`src/rtl/gameplay_pkg.sv`:
```
// Shared constants for the memory-game datapath: board geometry, card status
// encoding and the card_selector state machine encoding.
package gameplay_pkg;

  localparam int BOARD_SIZE = 16;
  localparam int LOC_W      = 4;
  localparam int DATA_W     = 6;

  localparam logic [1:0] ST_FACEUP  = 2'b00;
  localparam logic [1:0] ST_HIDDEN  = 2'b01;
  localparam logic [1:0] ST_REMOVED = 2'b10;
  localparam logic [1:0] ST_EMPTY   = 2'b11;

  localparam logic [DATA_W-1:0] ENTRY_EMPTY = {ST_EMPTY, 4'b0000};

  localparam int NUM_BTN = 5;
  localparam int BTN_UP     = 0;
  localparam int BTN_DOWN   = 1;
  localparam int BTN_LEFT   = 2;
  localparam int BTN_RIGHT  = 3;
  localparam int BTN_SELECT = 4;

  typedef enum logic [1:0] {
    SEL_IDLE     = 2'd0,
    SEL_HELD     = 2'd1,
    SEL_WAIT_REL = 2'd2
  } sel_state_t;

  function automatic logic [1:0] entry_status(input logic [DATA_W-1:0] entry);
    return entry[DATA_W-1:DATA_W-2];
  endfunction

endpackage

```
`src/rtl/card_selector_if.sv`:
```
// Button, board-snoop and selection signals between card_selector and its
// surroundings (buttons / gameplay_sm).
interface card_selector_if;
  import gameplay_pkg::*;

  logic              BtnUp;
  logic              BtnDown;
  logic              BtnLeft;
  logic              BtnRight;
  logic              BtnSelect;
  logic              SelEnable;
  logic              WriteEnable;
  logic [LOC_W-1:0]  dataLoc;
  logic [DATA_W-1:0] dataOut;
  logic [LOC_W-1:0]  CardSelectLoc;
  logic [DATA_W-1:0] CardSelectData;
  logic              Select;

  modport master (
    output BtnUp, BtnDown, BtnLeft, BtnRight, BtnSelect,
    output SelEnable, WriteEnable, dataLoc, dataOut,
    input  CardSelectLoc, CardSelectData, Select
  );

  modport slave (
    input  BtnUp, BtnDown, BtnLeft, BtnRight, BtnSelect,
    input  SelEnable, WriteEnable, dataLoc, dataOut,
    output CardSelectLoc, CardSelectData, Select
  );

endinterface

```
`src/rtl/card_selector_debouncer.sv`:
```
// One button channel: 2-FF synchronizer, stable-count debouncer and a
// one-cycle pulse on the debounced rising edge.
module button_debouncer #(
  parameter int DEBOUNCE_CYCLES = 500000,
  parameter int CNT_W           = 19
) (
  input  logic clk,
  input  logic rst_n,
  input  logic raw,
  output logic level,
  output logic press
);

  logic             sync1_r;
  logic             sync2_r;
  logic             level_r;
  logic             level_d_r;
  logic [CNT_W-1:0] cnt_r;

  // Synchronize the asynchronous button into the clock domain
  always_ff @(posedge clk or negedge rst_n) begin
    if (!rst_n) begin
      sync1_r <= 1'b0;
      sync2_r <= 1'b0;
    end else begin
      sync1_r <= raw;
      sync2_r <= sync1_r;
    end
  end

  // Flip the debounced level only after the input differs for DEBOUNCE_CYCLES cycles
  always_ff @(posedge clk or negedge rst_n) begin
    if (!rst_n) begin
      cnt_r   <= {CNT_W{1'b0}};
      level_r <= 1'b0;
    end else if (sync2_r == level_r) begin
      cnt_r <= {CNT_W{1'b0}};
    end else if (cnt_r == CNT_W'(DEBOUNCE_CYCLES - 1)) begin
      cnt_r   <= {CNT_W{1'b0}};
      level_r <= ~level_r;
    end else begin
      cnt_r <= cnt_r + CNT_W'(1);
    end
  end

  // Delayed level for rising-edge detection
  always_ff @(posedge clk or negedge rst_n) begin
    if (!rst_n) begin
      level_d_r <= 1'b0;
    end else begin
      level_d_r <= level_r;
    end
  end

  assign level = level_r;
  assign press = level_r & ~level_d_r;

endmodule

```
`src/rtl/card_selector.sv`:
```
// Debounced cursor control over the 4x4 board with a snooped shadow copy of
// the board; requests selection only of hidden cards.
module card_selector
  import gameplay_pkg::*;
#(
  parameter int DEBOUNCE_CYCLES = 500000,
  parameter int CNT_W           = 19
) (
  input  logic           Clk,
  input  logic           Reset,
  card_selector_if.slave bus
);

  logic [NUM_BTN-1:0] raw_s;
  logic [NUM_BTN-1:0] level_s;
  logic [NUM_BTN-1:0] press_s;

  logic [LOC_W-1:0]  cursor_r;
  logic [DATA_W-1:0] shadow_r [BOARD_SIZE];
  sel_state_t        state_r;
  sel_state_t        state_next_s;
  logic              select_r;
  logic              select_next_s;
  logic              accept_s;

  assign raw_s = {bus.BtnSelect, bus.BtnRight, bus.BtnLeft, bus.BtnDown, bus.BtnUp};

  for (genvar i = 0; i < NUM_BTN; i++) begin : g_btn
    button_debouncer #(
      .DEBOUNCE_CYCLES(DEBOUNCE_CYCLES),
      .CNT_W          (CNT_W)
    ) u_deb (
      .clk  (Clk),
      .rst_n(Reset),
      .raw  (raw_s[i]),
      .level(level_s[i]),
      .press(press_s[i])
    );
  end

  // Cursor motion: single highest-priority direction, frozen while Select is high
  always_ff @(posedge Clk or negedge Reset) begin
    if (!Reset) begin
      cursor_r <= {LOC_W{1'b0}};
    end else if (!select_r) begin
      if (press_s[BTN_UP]) begin
        cursor_r[3:2] <= cursor_r[3:2] - 2'd1;
      end else if (press_s[BTN_DOWN]) begin
        cursor_r[3:2] <= cursor_r[3:2] + 2'd1;
      end else if (press_s[BTN_LEFT]) begin
        cursor_r[1:0] <= cursor_r[1:0] - 2'd1;
      end else if (press_s[BTN_RIGHT]) begin
        cursor_r[1:0] <= cursor_r[1:0] + 2'd1;
      end
    end
  end

  // Shadow board tracks every gameplay_sm board write
  always_ff @(posedge Clk or negedge Reset) begin
    if (!Reset) begin
      for (int i = 0; i < BOARD_SIZE; i++) begin
        shadow_r[i] <= ENTRY_EMPTY;
      end
    end else if (bus.WriteEnable) begin
      shadow_r[bus.dataLoc] <= bus.dataOut;
    end
  end

  // Registered array means acceptance always sees the pre-write entry
  assign accept_s = bus.SelEnable && (entry_status(shadow_r[cursor_r]) == ST_HIDDEN);

  // Selection state and registered Select level
  always_ff @(posedge Clk or negedge Reset) begin
    if (!Reset) begin
      state_r  <= SEL_IDLE;
      select_r <= 1'b0;
    end else begin
      state_r  <= state_next_s;
      select_r <= select_next_s;
    end
  end

  // Next-state decision
  always_comb begin
    state_next_s = state_r;
    case (state_r)
      SEL_IDLE: begin
        if (press_s[BTN_SELECT]) begin
          state_next_s = accept_s ? SEL_HELD : SEL_WAIT_REL;
        end else begin
          state_next_s = SEL_IDLE;
        end
      end
      SEL_HELD, SEL_WAIT_REL: begin
        if (!level_s[BTN_SELECT]) begin
          state_next_s = SEL_IDLE;
        end else begin
          state_next_s = state_r;
        end
      end
      default: state_next_s = SEL_IDLE;
    endcase
  end

  // Select is high exactly while the machine sits in HELD
  always_comb begin
    select_next_s = 1'b0;
    case (state_next_s)
      SEL_HELD: select_next_s = 1'b1;
      default:  select_next_s = 1'b0;
    endcase
  end

  assign bus.CardSelectLoc  = cursor_r;
  assign bus.CardSelectData = shadow_r[cursor_r];
  assign bus.Select         = select_r;

endmodule
```
`src/flat_wrapper.sv`:
```
// flat-port wrapper written by rule: the top's interface ports become plain ports
module card_selector_flat import gameplay_pkg::*;
#(
  parameter int DEBOUNCE_CYCLES = 500000,
  parameter int CNT_W           = 19
)
  (Clk, Reset, bus_BtnUp, bus_BtnDown, bus_BtnLeft, bus_BtnRight, bus_BtnSelect, bus_SelEnable, bus_WriteEnable, bus_dataLoc, bus_dataOut, bus_CardSelectLoc, bus_CardSelectData, bus_Select);
  card_selector_if bus_i ();
  input  logic Clk;
  input  logic Reset;
  input wire logic [$bits(bus_i.BtnUp)-1:0] bus_BtnUp;
  input wire logic [$bits(bus_i.BtnDown)-1:0] bus_BtnDown;
  input wire logic [$bits(bus_i.BtnLeft)-1:0] bus_BtnLeft;
  input wire logic [$bits(bus_i.BtnRight)-1:0] bus_BtnRight;
  input wire logic [$bits(bus_i.BtnSelect)-1:0] bus_BtnSelect;
  input wire logic [$bits(bus_i.SelEnable)-1:0] bus_SelEnable;
  input wire logic [$bits(bus_i.WriteEnable)-1:0] bus_WriteEnable;
  input wire logic [$bits(bus_i.dataLoc)-1:0] bus_dataLoc;
  input wire logic [$bits(bus_i.dataOut)-1:0] bus_dataOut;
  output wire logic [$bits(bus_i.CardSelectLoc)-1:0] bus_CardSelectLoc;
  output wire logic [$bits(bus_i.CardSelectData)-1:0] bus_CardSelectData;
  output wire logic [$bits(bus_i.Select)-1:0] bus_Select;
  assign bus_i.BtnUp = bus_BtnUp;
  assign bus_i.BtnDown = bus_BtnDown;
  assign bus_i.BtnLeft = bus_BtnLeft;
  assign bus_i.BtnRight = bus_BtnRight;
  assign bus_i.BtnSelect = bus_BtnSelect;
  assign bus_i.SelEnable = bus_SelEnable;
  assign bus_i.WriteEnable = bus_WriteEnable;
  assign bus_i.dataLoc = bus_dataLoc;
  assign bus_i.dataOut = bus_dataOut;
  assign bus_CardSelectLoc = bus_i.CardSelectLoc;
  assign bus_CardSelectData = bus_i.CardSelectData;
  assign bus_Select = bus_i.Select;
  card_selector #(.DEBOUNCE_CYCLES(DEBOUNCE_CYCLES), .CNT_W(CNT_W)) u_core (.Clk(Clk), .Reset(Reset), .bus(bus_i));
endmodule
```
`config.mk`:
```
export PLATFORM = sky130hd
export DESIGN_NAME = card_selector_flat
export DESIGN_NICKNAME = d
export VERILOG_FILES = /design/src/rtl/gameplay_pkg.sv /design/src/rtl/card_selector_if.sv /design/src/rtl/card_selector_debouncer.sv /design/src/rtl/card_selector.sv /design/src/flat_wrapper.sv
export SDC_FILE = /design/constraint.sdc
export NUM_CORES = 1
export LEC_CHECK = 0
export CAP_MARGIN = 20
export CORE_AREA = 10 10 146 148
export CTS_BUF_LIST = sky130_fd_sc_hd__clkbuf_4 sky130_fd_sc_hd__clkbuf_8
export DETAILED_ROUTE_END_ITERATION = 12
export DIE_AREA = 0 0 156 158
export MAX_ROUTING_LAYER = met4
export PLACE_DENSITY = 0.72
export SYNTH_ARGS = -nofsm -noshare
export SYNTH_HDL_FRONTEND = slang
export SYNTH_SLANG_ARGS = --single-unit
```
`constraint.sdc`:
```
create_clock -name Clk -period 4.05 [get_ports Clk]
set_clock_uncertainty 0.2 [all_clocks]
set_input_delay 1.215 -clock Clk [delete_from_list [all_inputs] [get_ports Clk]]
set_output_delay 1.215 -clock Clk [all_outputs]
set_load 0.01 [all_outputs]
```
# [Word level (Yosys, flattened, before mapping)]
# Index checks and enable logic that the tools add are counted.
# W data, S select, Z words.
[totals] output_inout_bits=11 regBits=218 inputBits=19
[classes] reduce_logical=13 bitwise=25 addsub=9 muxes=25 n_eq_ne=14 n_lt_le_gt_ge=3
[ops] op="$mux W19" count=10
[ops] op="$bwmux W96" count=1
[ops] op="$add A19 B1 Y19 const B" count=5
[ops] op="$eq A19 B19 Y1 const B" count=5
[ops] op="$bmux W6 S4" count=1
[ops] op="$demux W6 S4" count=1
[ops] op="$mux W6" count=3
[ops] op="$not A1 Y1" count=18
[ops] op="$mux W2" count=7
[ops] op="$reduce_and A2 Y1" count=6
[ops] op="$ge A5 B5 Y1 const B" count=2
[ops] op="$not A4 Y5" count=2
[ops] op="$eq A2 B1 Y1 const B" count=3
[ops] op="$and A1 B1 Y1" count=5
[ops] op="$eq A1 B1 Y1" count=5
[ops] op="$lt A5 B1 Y1 const B" count=1
[ops] op="$add A2 B1 Y2 const B" count=2
[ops] op="$pmux W2 S2" count=1
[ops] op="$reduce_and A4 Y1" count=1
[ops] op="$reduce_bool A2 Y1" count=2
[ops] op="$sub A2 B1 Y2 const B" count=2
[ops] op="$eq A2 B2 Y1 const B" count=1
[ops] op="$logic_and A1 B1 Y1" count=2
[ops] op="$logic_not A2 Y1" count=1
[ops] op="other kinds (2)" count=2

# [Longest topological paths before layout]
# Gate-level depths: netlist (run 1).
[depth] word_depth=11 ltp_mapped=7 ltp_nobuf=6

# [Hierarchy]
# From an unflattened synthesis (run 1), not the netlist that was laid out.
[unflattened] hier_cells=855 hier_area_um2=10385.0
[modules_own_cells] mod="card_selector" instances=1 cells_each=320 area_per_inst_um2=4835.9
[modules_own_cells] mod="button_debouncer (u_core.g_btn[0].u_deb ...)" instances=4 cells_each=107 area_per_inst_um2=1111.1
[modules_own_cells] mod="button_debouncer (u_core.g_btn[2].u_deb)" instances=1 cells_each=107 area_per_inst_um2=1104.8

# [Worst setup path before layout (run 1)]
# No wires, ideal clock.
[synth_timing] kind="reg2out" from="register u_core.cursor_r[0], in the netlist u_core.bus.CardSelectLoc[0]" to="output bus_CardSelectData[0]" required_time_ns=2.635 setup_slack_ns=0.733 path_stages_with_launch=5 arrival_time_ns=1.902 cell_sequence="dfrtp_1 > buf_4 > buf_2 > mux4_2 > mux4_2"
[synth_between] elab_chain_cells=4
[synth_rtl] element="from (decl)" line_no="card_selector.sv:18" source="logic [LOC_W-1:0] cursor_r;"
[synth_rtl] element="from (signal assigned)" line_no="card_selector.sv:44" source="cursor_r <= {LOC_W{1'b0}};"
[synth_rtl] element="from (signal assigned)" line_no="card_selector.sv:51" source="cursor_r[1:0] <= cursor_r[1:0] - 2'd1;"
[synth_rtl] element="from (signal assigned)" line_no="card_selector.sv:53" source="cursor_r[1:0] <= cursor_r[1:0] + 2'd1;"
[synth_rtl] element="$not A4 Y5 (not written as such)" line_no="card_selector.sv:115" source="assign bus.CardSelectData = shadow_r[cursor_r];"
[synth_rtl] element="$bmux W6 S4" line_no="card_selector.sv:115"
[synth_rtl] element="$mux W6 (not written as such) (2 in series)" line_no="card_selector.sv:115"
[synth_rtl] element="to (decl)" line_no="flat_wrapper.sv:21" source="output wire logic [$bits(bus_i.CardSelectData)-1:0] bus_CardSelectData;"
# No other way between the ends. The select of a mux whose other input is x is not followed.

# [Final worst setup path (run 1)]
[layout_timing] from="register u_core.cursor_r[0], in the netlist u_core.bus.CardSelectLoc[0]" to="output bus_CardSelectData[5]"
# Same word-level chain as after synthesis.

==> results.json, run 1 <==
{
  "outcome": "finished clean",
  "wirelength_um": 19200,
  "async_flop_share_pct": 100,
  "dieHeight_um": 158,
  "min_path_type": "reg -> reg",
  "worst_slew_pin_slew_ns": 0.792,
  "start_kind": "register",
  "drc_errors": 0,
  "antenna_cells": 0,
  "rows": 50,
  "cts_resized": 4,
  "p_per_area_nw_per_um2": 467,
  "power.net_switching_mw": 1.23,
  "leakagePower_nw": 4.82,
  "fill_cells": 1400,
  "cts_buffers": 39,
  "setup_viol": 0,
  "grt_max_degree": 89,
  "clkSinkCount": 218,
  "area_growth_pct": 14.8,
  "cp-end-kind": "output pin",
  "die_x_um": 156,
  "core_um2": 18500,
  "path_max_fanout": 13,
  "htree_levels": 2,
  "crit_arrival_ns": 2.50,
  "maxCapViolCount": 0,
  "drt_iter0_markers": 341,
  "clkTransAtPathRegs_ns": 0.06,
  "grt_pass1_wl_um": 32800,
  "wl_met1_um": 8580,
  "stdcell_area_um2": 11500,
  "clk_latency_ns": 0.53,
  "ant_nets": 0,
  "synth_nets": 856,
  "die-area_um2": 24600,
  "cts_tree": "done",
  "synth_area_um2": 9990,
  "irDropWorstVdd_mv": 0.346,
  "fin_util_pct": 62.1,
  "gr-usage-all-layers_pct": 16.8,
  "cts_hold_buffers": 0,
  "synthCells": 830,
  "post-route-period-util_pct": 96.7,
  "switching_share_pct": 23.0,
  "clock_power_share_pct": 41.9,
  "clock-root-buffer": "clkbuf_8",
  "post-cts-setup-buffers": 0,
  "wl_met2_um": 9040,
  "grt_overflow": 0,
  "hold_viol_final": 0,
  "fin_tns_setup_ns": 0,
  "max_freq_mhz": 255,
  "start_util_pct": 54.1,
  "clockBufferDepth": 3,
  "slew_headroom_pct": 46.7,
  "drtPass1Iterations": 5,
  "critical_path_class": "reg -> out",
  "syn-mean-instance-area_um2": 12.0,
  "dr_wl_met3_um": 1150,
  "yosysWarnings": 0,
  "globalplace.congestion": 0.818,
  "drive_above_1_share_pct": 27.9,
  "synth-seq-cells": 218,
  "antenna_found_initial": 0,
  "grt_setup_unrepaired": "false",
  "grt_pass1_vias": 6486,
  "required_ns": 2.63,
  "slew_violations": 0,
  "yosysUniqueCellTypes": 44,
  "vias": 6259,
  "p_int_mw": 4.13,
  "top_layer": "met4",
  "layout_min_cycle_time_ns": 3.92,
  "combinationalPowerShare_pct": 9.3,
  "port_buffers": 29,
  "wl_per_cell_um": 16.7,
  "place_hpwl_um": 12700,
  "seq_area_frac_synth_pct": 55.0,
  "nets": 910,
  "synth_edf_count": 0,
  "pin_count": 30,
  "dpl_cell_area_um2": 10600,
  "seqPwrFrac_pct": 48.8,
  "vias_per_cell": 5.45,
  "synth_flop_cell": "dfrtp_1"
}
-- area by class of cell --
type	count	area [µm²]	area share, %
flip-flops and latches	218	5500	47.9
multi-input cells	558	4270	37.2
clock buffers	63	779	6.80
repair buffers	45	443	3.86
well taps	234	293	2.55
clock inverters	9	103	0.895
inverters	22	82.6	0.720
-- sequential cells by signal, indices dropped and copies added, names as in the netlist --
register / flops
u_core.shadow_r: 96
u_core.g_btn.u_deb.level_d_r: 5
u_core.g_btn.u_deb.sync2_r: 5
u_core.bus.Select: 1
u_core.bus.CardSelectLoc: 4
u_core.state_r: 2
u_core.g_btn.u_deb.cnt_r: 95
u_core.g_btn.u_deb.sync1_r: 5
u_core.g_btn.u_deb.level: 5
-- power groups by stage --
stage	sequential [mW]	combinational, mW	clock (mW)
6_report	2.61	0.500	2.24
5_1_grt	2.64	0.553	2.42
4_1_cts	2.61	0.510	2.31
3_5_place_dp	2.65	0.513	0
3_3_place_gp	2.65	0.496	0
2_1_floorplan	2.59	0.364	0
-- synthesized netlist by cell type (2+ instances only) --
| cell type | count | area share [%] |
|---|---|---|
| xor2_1 | 41 | 3.6 |
| mux2_2 | 101 | 11 |
| xnor2_1 | 54 | 4.7 |
| or4bb_1 | 2 | 0.23 |
| dfstp_2 | 32 | 8.4 |
| a21oi_1 | 2 | 0.10 |
| nor2b_1 | 7 | 0.44 |
| buf_2 | 11 | 0.55 |
| inv_1 | 22 | 0.83 |
| nor4_1 | 11 | 0.69 |
| and4_1 | 4 | 0.35 |
| nand2b_1 | 4 | 0.25 |
| buf_1 | 3 | 0.11 |
| nand4b_1 | 2 | 0.18 |
| mux2i_1 | 11 | 1.1 |
| dfrtp_1 | 186 | 47 |
| and3_1 | 11 | 0.69 |
| buf_4 | 3 | 0.23 |
| mux4_2 | 24 | 5.4 |
| clkbuf_1 | 15 | 0.56 |
| nand3_1 | 42 | 2.1 |
| nand2_1 | 36 | 1.4 |
| nor3_1 | 15 | 0.75 |
| nand3b_1 | 5 | 0.38 |
| or4_1 | 3 | 0.23 |
| ha_1 | 7 | 0.88 |
| nor2_1 | 134 | 5.0 |
| or3_1 | 5 | 0.31 |
| or2_2 | 7 | 0.44 |
| nand4_1 | 16 | 1.0 |
-- final timing paths --
| check | startpoint | to | slack, ns | cells past startpoint |
|---|---|---|---|---|
| min | u_core.g_btn[2].u_deb.sync1_r$_DFF_PN0_ | u_core.g_btn[2].u_deb.sync2_r$_DFF_PN0_ | 0.15 | 0 |
| max | u_core.bus.CardSelectLoc[0]$_DFFE_PN0P_ | bus_CardSelectData[5] | 0.13 | 5 |
| max reg2reg | u_core.bus.CardSelectLoc[0]$_DFFE_PN0P_ | u_core.state_r[1]$_DFF_PN0_ | 1.64 | 6 |
| min reg2reg | u_core.g_btn[2].u_deb.sync1_r$_DFF_PN0_ | u_core.g_btn[2].u_deb.sync2_r$_DFF_PN0_ | 0.15 | 0 |
| max in group asynchronous | Reset | u_core.g_btn[4].u_deb.cnt_r[16]$_DFF_PN0_ | 2.25 | 2 |
| min in group asynchronous | Reset | u_core.shadow_r[93]$_DFFE_PN0P_ | 0.43 | 1 |
-- metal layers --
layer / GRT usage, % / vias up
met5: - / -
met4: 6.43 / 0
met3: 4.18 / 36
met2: 25.7 / 128
met1: 21.2 / 3106
li1: - / 2989
-- cells in the final DEF (no fill, tap or decap), drive strengths merged, types with 15 or more instances in the layout --
cell and n:
nand4 16, dfstp 32, nand2 36, clkdlybuf4s50 24
nand3 42, mux2 101, xnor2 54, dfrtp 186
nor2 134, clkbuf 63, xor2 41, nor3 15
mux4 24, buf 17, inv 22
-- cells by family after synthesis --
logic type	count (synthesis)	synth area share, %
fa+ha+maj	7	0.877
buf+inv	54	2.28
compound gates	12	0.889
flops	218	55.0
xor+xnor	95	8.33
simple gates	308	14.7
mux	136	17.9
-- worst max-delay path, stage by stage (launching register included) --
cell and delay (ns):
dfrtp_2 0.39, buf_4 0.24, mux4_2 0.54, mux2i_1 0.17, mux2i_1 0.13, clkdlybuf4s50_1 0.51
-- per-stage QoR --
step           std cells  hold slack, ns  power, mW  worst slack [ns]
2_1_floorplan        830           0.131       2.95             0.733
3_3_place_gp        1077           0.133       3.14             0.565
3_5_place_dp        1077           0.136       3.16             0.545
4_1_cts             1149           0.149       5.43            0.0261
5_1_grt             1149           0.155       5.61            0.0286
6_report            1149           0.149       5.36             0.135
No activity file was read; power rests on OpenSTA's default activity.
==> run 2, diff against run 1 <==
--- a/config.mk
+++ b/config.mk
@@ -5,13 +5,16 @@
 export SDC_FILE = /design/constraint.sdc
 export NUM_CORES = 1
 export LEC_CHECK = 0
+export ABC_AREA = 1
 export CAP_MARGIN = 20
-export CORE_AREA = 10 10 146 148
+export CORE_AREA = 10 10 153 155
 export CTS_BUF_LIST = sky130_fd_sc_hd__clkbuf_4 sky130_fd_sc_hd__clkbuf_8
 export DETAILED_ROUTE_END_ITERATION = 12
-export DIE_AREA = 0 0 156 158
+export DIE_AREA = 0 0 163 165
+export GPL_TIMING_DRIVEN = 0
 export MAX_ROUTING_LAYER = met4
 export PLACE_DENSITY = 0.72
 export SYNTH_ARGS = -nofsm -noshare
 export SYNTH_HDL_FRONTEND = slang
+export SYNTH_HIERARCHICAL = 1
 export SYNTH_SLANG_ARGS = --single-unit
==> results.json, run 2 <==
{
  "clock-root-buffer": "clkbuf_8",
  "clkTransAtPathRegs_ns": 0.06,
  "nets": 1443,
  "vias": 8894,
  "yosys.cell_count.top_type": "nand2_1",
  "worst_slew_pin_slew_ns": 0.717,
  "ant_nets": 0,
  "critPathTopFamily": "buffers and inverters",
  "required_ns": 2.63,
  "grt_pass1_wl_um": 40600,
  "post-route-period-util_pct": 96.1,
  "stdcell_area_um2": 12500,
  "grt_setup_unrepaired": "false",
  "maxCapViolCount": 0,
  "cts_tree": "done",
  "grt_pass1_vias": 8630,
  "yosysUniqueCellTypes": 33,
  "grt_max_degree": 124,
  "vias_per_cell": 5.20,
  "yosysTopAreaCell": "dfrtp_1",
  "synth_top_area_share_pct": 42.2,
  "min_path_type": "reg -> reg",
  "crit_slowest_cell": "clkdlybuf4s50_1",
  "yosysWarnings": 6,
  "cts_hold_buffers": 0,
  "synthCells": 1349,
  "crit_chain": "buf_4 > inv_2 > buf_6 > nand3_1 > nand3_1 > nand3_1 > nand2_1 > clkdlybuf4s50_1",
  "drc_errors": 0,
  "setup_viol": 0,
  "largest-register": "u_core/shadow_r",
  "critical_path_class": "reg -> out",
  "hold_viol_final": 0,
  "die_x_um": 163,
  "synth_commonest_cells": "254 x nand2_1, 197 x nor2_1, 186 x dfrtp_1, 152 x inv_1, 132 x o21ai_0",
  "max_freq_mhz": 257,
  "fin_util_pct": 61.8,
  "slew_violations": 0,
  "dpl_cell_area_um2": 11700,
  "cp-end-kind": "output pin",
  "slew_headroom_pct": 52.2,
  "crit_top_cell": "nand3_1",
  "fill_cells": 1789,
  "p_per_area_nw_per_um2": 406,
  "cts_buffers": 38,
  "htree_levels": 2,
  "slowest_delay_ns": 0.57,
  "clk_latency_ns": 0.53,
  "wl_per_cell_um": 13.9,
  "layout_min_cycle_time_ns": 3.89,
  "post-cts-setup-buffers": 0,
  "irDropWorstVdd_mv": 0.228,
  "path_max_fanout": 10,
  "synth_area_um2": 11000,
  "start_kind": "register",
  "largestRegisters": "u_core/shadow_r x96, u_core/g_btn.u_deb/cnt_r x95",
  "pin_count": 30,
  "syn-mean-instance-area_um2": 8.18,
  "drive_above_1_share_pct": 15.5,
  "synth_edf_count": 0,
  "largest_reg_flops": 96,
  "antenna_found_initial": 0,
  "outcome": "finished clean",
  "clockBufferDepth": 3,
  "synth-seq-cells": 218,
  "core_um2": 20200,
  "synth_flop_cell": "dfrtp_1",
  "dieHeight_um": 165,
  "antenna_cells": 0,
  "globalplace.congestion": 0.877,
  "synth.area.top_cells": "dfrtp_1 42%, nand2_1 8.6%, dfstp_2 7.6%",
  "drtPass1Iterations": 5,
  "cts_resized": 9,
  "synth_nets": 1375,
  "async_flop_share_pct": 100,
  "die-area_um2": 26900,
  "start_util_pct": 54.7,
  "area_growth_pct": 13.1,
  "gr-usage-all-layers_pct": 18.7,
  "clkSinkCount": 218,
  "leakagePower_nw": 5.55,
  "port_buffers": 27,
  "seq_area_frac_synth_pct": 49.8,
  "wirelength_um": 23800,
  "rows": 52,
  "place_hpwl_um": 16800,
  "crit_arrival_ns": 2.48,
  "layout_common_cells": "254 x nand2_1, 197 x nor2_1, 185 x dfrtp_1",
  "critPathBufInv": 4,
  "drt_iter0_markers": 660,
  "layout_commonest_cell": "nand2_1",
  "grt_overflow": 0
}
[run 2: cells by family after synthesis]
kind of cell	synth area share [%]
AOI/OAI and AO/OA	10.3
buffers and inverters	7.34
and+or+nand+nor	27.3
adders and majority gates	0.794
xor gates and xnor gates	4.39
DFF	49.8
[run 2: metal layers]
metal	track usage [%]	vias up	wire (µm)
met5	-	-	0
met4	6.64	0	650
met3	3.19	52	1330
met2	29.6	202	11100
met1	24.1	4216	10700
li1	-	4424	-
[run 2: power by group]
part           switching (mW)  internal [mW]
clock                   0.857           1.19
combinational           0.297          0.173
sequential             0.0966           2.46
total                    1.25           3.82
[run 2: per-stage QoR]
stage | total power, mW | std cells | setup WS (ns) | setup TNS, ns | hold slack [ns]
2_1_floorplan | 2.86 | 1349 | 1.28 | 0 | 0.131
3_3_place_gp | 3.04 | 1646 | -7.55 | -1551.66 | 0.133
3_5_place_dp | 3.06 | 1647 | 0.375 | 0 | 0.136
4_1_cts | 5.14 | 1712 | 0.00311 | 0 | 0.146
5_1_grt | 5.34 | 1712 | 0.0595 | 0 | 0.153
6_report | 5.07 | 1712 | 0.159 | 0 | 0.147
[run 2: area by class of cell]
class / count / area (µm²) / share of cell area [%]
flip-flops and latches: 218 / 5500 / 44.1
multi-input cells: 931 / 4720 / 37.9
clock buffers: 61 / 764 / 6.13
inverters: 165 / 622 / 4.98
well taps: 270 / 338 / 2.71
repair buffers: 28 / 305 / 2.45
plain buffers: 35 / 204 / 1.63
clock inverters: 4 / 20.0 / 0.160
[run 2: path summary, 6_finish.rpt]
path                                                               from                                         to  slack [ns]  cells past startpoint
worst min register to register  u_core/g_btn[0].u_deb/sync1_r$_DFF_PN0_    u_core/g_btn[0].u_deb/sync2_r$_DFF_PN0_        0.15                      0
worst max-delay path            u_core/bus.CardSelectLoc[1]$_DFFE_PN0P_                      bus_CardSelectData[5]        0.16                      8
worst min-delay path            u_core/g_btn[0].u_deb/sync1_r$_DFF_PN0_    u_core/g_btn[0].u_deb/sync2_r$_DFF_PN0_        0.15                      0
max in group asynchronous                                         Reset  u_core/g_btn[4].u_deb/cnt_r[10]$_DFF_PN0_        2.11                      2
worst max register to register  u_core/bus.CardSelectLoc[1]$_DFFE_PN0P_                u_core/state_r[0]$_DFF_PN0_        2.04                     12
min in group asynchronous                                         Reset   u_core/g_btn[3].u_deb/cnt_r[3]$_DFF_PN0_        0.54                      1
[run 2: worst register-to-register path, cell delays in order (launching register included)]
cell and delay, ns:
dfrtp_1 0.41, buf_4 0.20, inv_2 0.12, buf_6 0.18, nand3_1 0.10, nand3_1 0.11, nand3_1 0.11, nand2_1 0.17
nor2_2 0.06, nand3_1 0.07, nand2_1 0.06, nand2_1 0.09, inv_1 0.05
==> run 3, diff against run 2 <==
--- a/config.mk
+++ b/config.mk
@@ -7,13 +7,12 @@
 export LEC_CHECK = 0
 export ABC_AREA = 1
 export CAP_MARGIN = 20
-export CORE_AREA = 10 10 153 155
+export CORE_AREA = 10 10 189 191
 export CTS_BUF_LIST = sky130_fd_sc_hd__clkbuf_4 sky130_fd_sc_hd__clkbuf_8
 export DETAILED_ROUTE_END_ITERATION = 12
-export DIE_AREA = 0 0 163 165
+export DIE_AREA = 0 0 199 201
 export GPL_TIMING_DRIVEN = 0
 export MAX_ROUTING_LAYER = met4
-export PLACE_DENSITY = 0.72
 export SYNTH_ARGS = -nofsm -noshare
 export SYNTH_HDL_FRONTEND = slang
 export SYNTH_HIERARCHICAL = 1
==> results.json, run 3 (synthesis results as in run 2) <==
{
  "outcome": "finished clean",
  "fin_tns_setup_ns": 0,
  "die_x_um": 199,
  "fill_cells": 3301,
  "final-seq-area_um2": 5500,
  "nets": 1446,
  "post-cts-setup-buffers": 0,
  "wirelength_um": 26000,
  "slew_headroom_pct": 42.4,
  "largest_reg_flops": 96,
  "cp-end-kind": "output pin",
  "crit_arrival_ns": 2.48,
  "critPathTopFamily": "buffers and inverters",
  "clockBufferDepth": 3,
  "vias": 8903,
  "switching_share_pct": 24.8,
  "leakagePower_nw": 5.59,
  "cts_resized": 13,
  "p_int_mw": 4.07,
  "layout_commonest_cell": "nand2_1",
  "dpl_worst_slack_ns": 0.341,
  "start_kind": "register",
  "grt_setup_unrepaired": "false",
  "power.net_switching_mw": 1.34,
  "port_buffers": 27,
  "drc_errors": 0,
  "clkTransAtPathRegs_ns": 0.06,
  "maxCapViolCount": 0,
  "wl_per_cell_um": 14.0,
  "setup_viol": 0,
  "layout_common_cells": "253 x nand2_1, 197 x nor2_1, 185 x dfrtp_1",
  "start_util_pct": 34.4,
  "gr-usage-all-layers_pct": 13.6,
  "layout_min_cycle_time_ns": 3.89,
  "largest-register": "u_core/shadow_r",
  "die-area_um2": 40000,
  "clk_latency_ns": 0.56,
  "area_growth_pct": 16.0,
  "seqPwrFrac_pct": 47.2,
  "path_max_fanout": 10,
  "cts_hold_buffers": 0,
  "slowest_delay_ns": 0.56,
  "min_path_type": "reg -> reg",
  "whs_path_depth": 0,
  "irDropWorstVdd_mv": 0.180,
  "grt_pass1_vias": 8675,
  "pin_count": 30,
  "drt_iter0_markers": 595,
  "globalplace.congestion": 0.865,
  "worst_slew_pin_slew_ns": 0.864,
  "grt_max_degree": 112,
  "rows": 66,
  "dieHeight_um": 201,
  "hold_viol_final": 0,
  "critical_path_class": "reg -> out",
  "clock_power_share_pct": 44.1,
  "core_um2": 32000,
  "antenna_cells": 0,
  "cts_buffers": 41,
  "path_depth": 8,
  "cts_tree": "done",
  "r2r_cells": 12,
  "crit_chain": "buf_4 > inv_2 > buf_8 > nand3_1 > nand3_1 > nand3_1 > nand2_2 > clkdlybuf4s50_1",
  "required_ns": 2.63,
  "clock-root-buffer": "clkbuf_8",
  "clkSinkCount": 218,
  "worst_slack_ns": 0.157,
  "vias_per_cell": 4.79,
  "drive_above_1_share_pct": 16.1,
  "timing.hold.ws_ns": 0.141,
  "multi_input_area_um2": 4730,
  "p_per_area_nw_per_um2": 423,
  "grt_overflow": 0,
  "slew_violations": 0,
  "crit_slowest_cell": "clkdlybuf4s50_1",
  "total_power_mw": 5.41,
  "ant_nets": 0,
  "antenna_found_initial": 0,
  "max_freq_mhz": 257,
  "htree_levels": 2,
  "post-route-period-util_pct": 96.1,
  "combinationalPowerShare_pct": 8.7,
  "grt_pass1_wl_um": 43900,
  "critPathBufInv": 4,
  "fin_util_pct": 39.9,
  "largestRegisters": "u_core/shadow_r x96, u_core/g_btn.u_deb/cnt_r x95",
  "place_hpwl_um": 18100,
  "drtPass1Iterations": 6,
  "crit_top_cell": "nand3_1"
}
==> run 3: area by class of cell <==
| class | count | area share [%] |
|---|---|---|
| flip-flops and latches | 218 | 43.0 |
| multi-input cells | 931 | 37.0 |
| clock buffers | 65 | 6.21 |
| inverters | 165 | 4.86 |
| well taps | 408 | 3.99 |
| repair buffers | 28 | 2.33 |
| plain buffers | 35 | 1.62 |
| clock inverters | 10 | 1.07 |
==> run 3: path summary, 6_finish.rpt <==
path / start / end / slack, ns
max in group asynchronous: Reset / u_core/g_btn[1].u_deb/cnt_r[18]$_DFF_PN0_ / 2.11
worst min register to register: u_core/g_btn[0].u_deb/sync1_r$_DFF_PN0_ / u_core/g_btn[0].u_deb/sync2_r$_DFF_PN0_ / 0.14
worst max register to register: u_core/bus.CardSelectLoc[1]$_DFFE_PN0P_ / u_core/bus.Select$_DFF_PN0_ / 2.03
min in group asynchronous: Reset / u_core/g_btn[4].u_deb/cnt_r[14]$_DFF_PN0_ / 0.50
worst max-delay path: u_core/bus.CardSelectLoc[1]$_DFFE_PN0P_ / bus_CardSelectData[5] / 0.16
worst min-delay path: u_core/g_btn[0].u_deb/sync1_r$_DFF_PN0_ / u_core/g_btn[0].u_deb/sync2_r$_DFF_PN0_ / 0.14
==> run 3: stage by stage <==
stage / instances / area (µm²)
floorplan: 1349 / 11000
global placement: 1784 / 11800
detailed placement: 1785 / 11800
CTS: 1860 / 12800
global route: 1860 / 12800
finish: 1860 / 12800
==> run 3: routing by layer <==
metal	routed length, µm	GRT usage, %
met5	0	-
met3	1290	2.68
met2	12300	21.4
met1	11900	17.4
met4	504	3.71
==> run 3: power groups by stage <==
stage          registers, mW  clock network (mW)  logic, mW
6_report                2.55                2.39      0.471
5_1_grt                 2.58                2.57      0.554
4_1_cts                 2.55                2.46      0.478
3_5_place_dp            2.59                   0      0.482
3_3_place_gp            2.59                   0      0.465
2_1_floorplan           2.56                   0      0.302
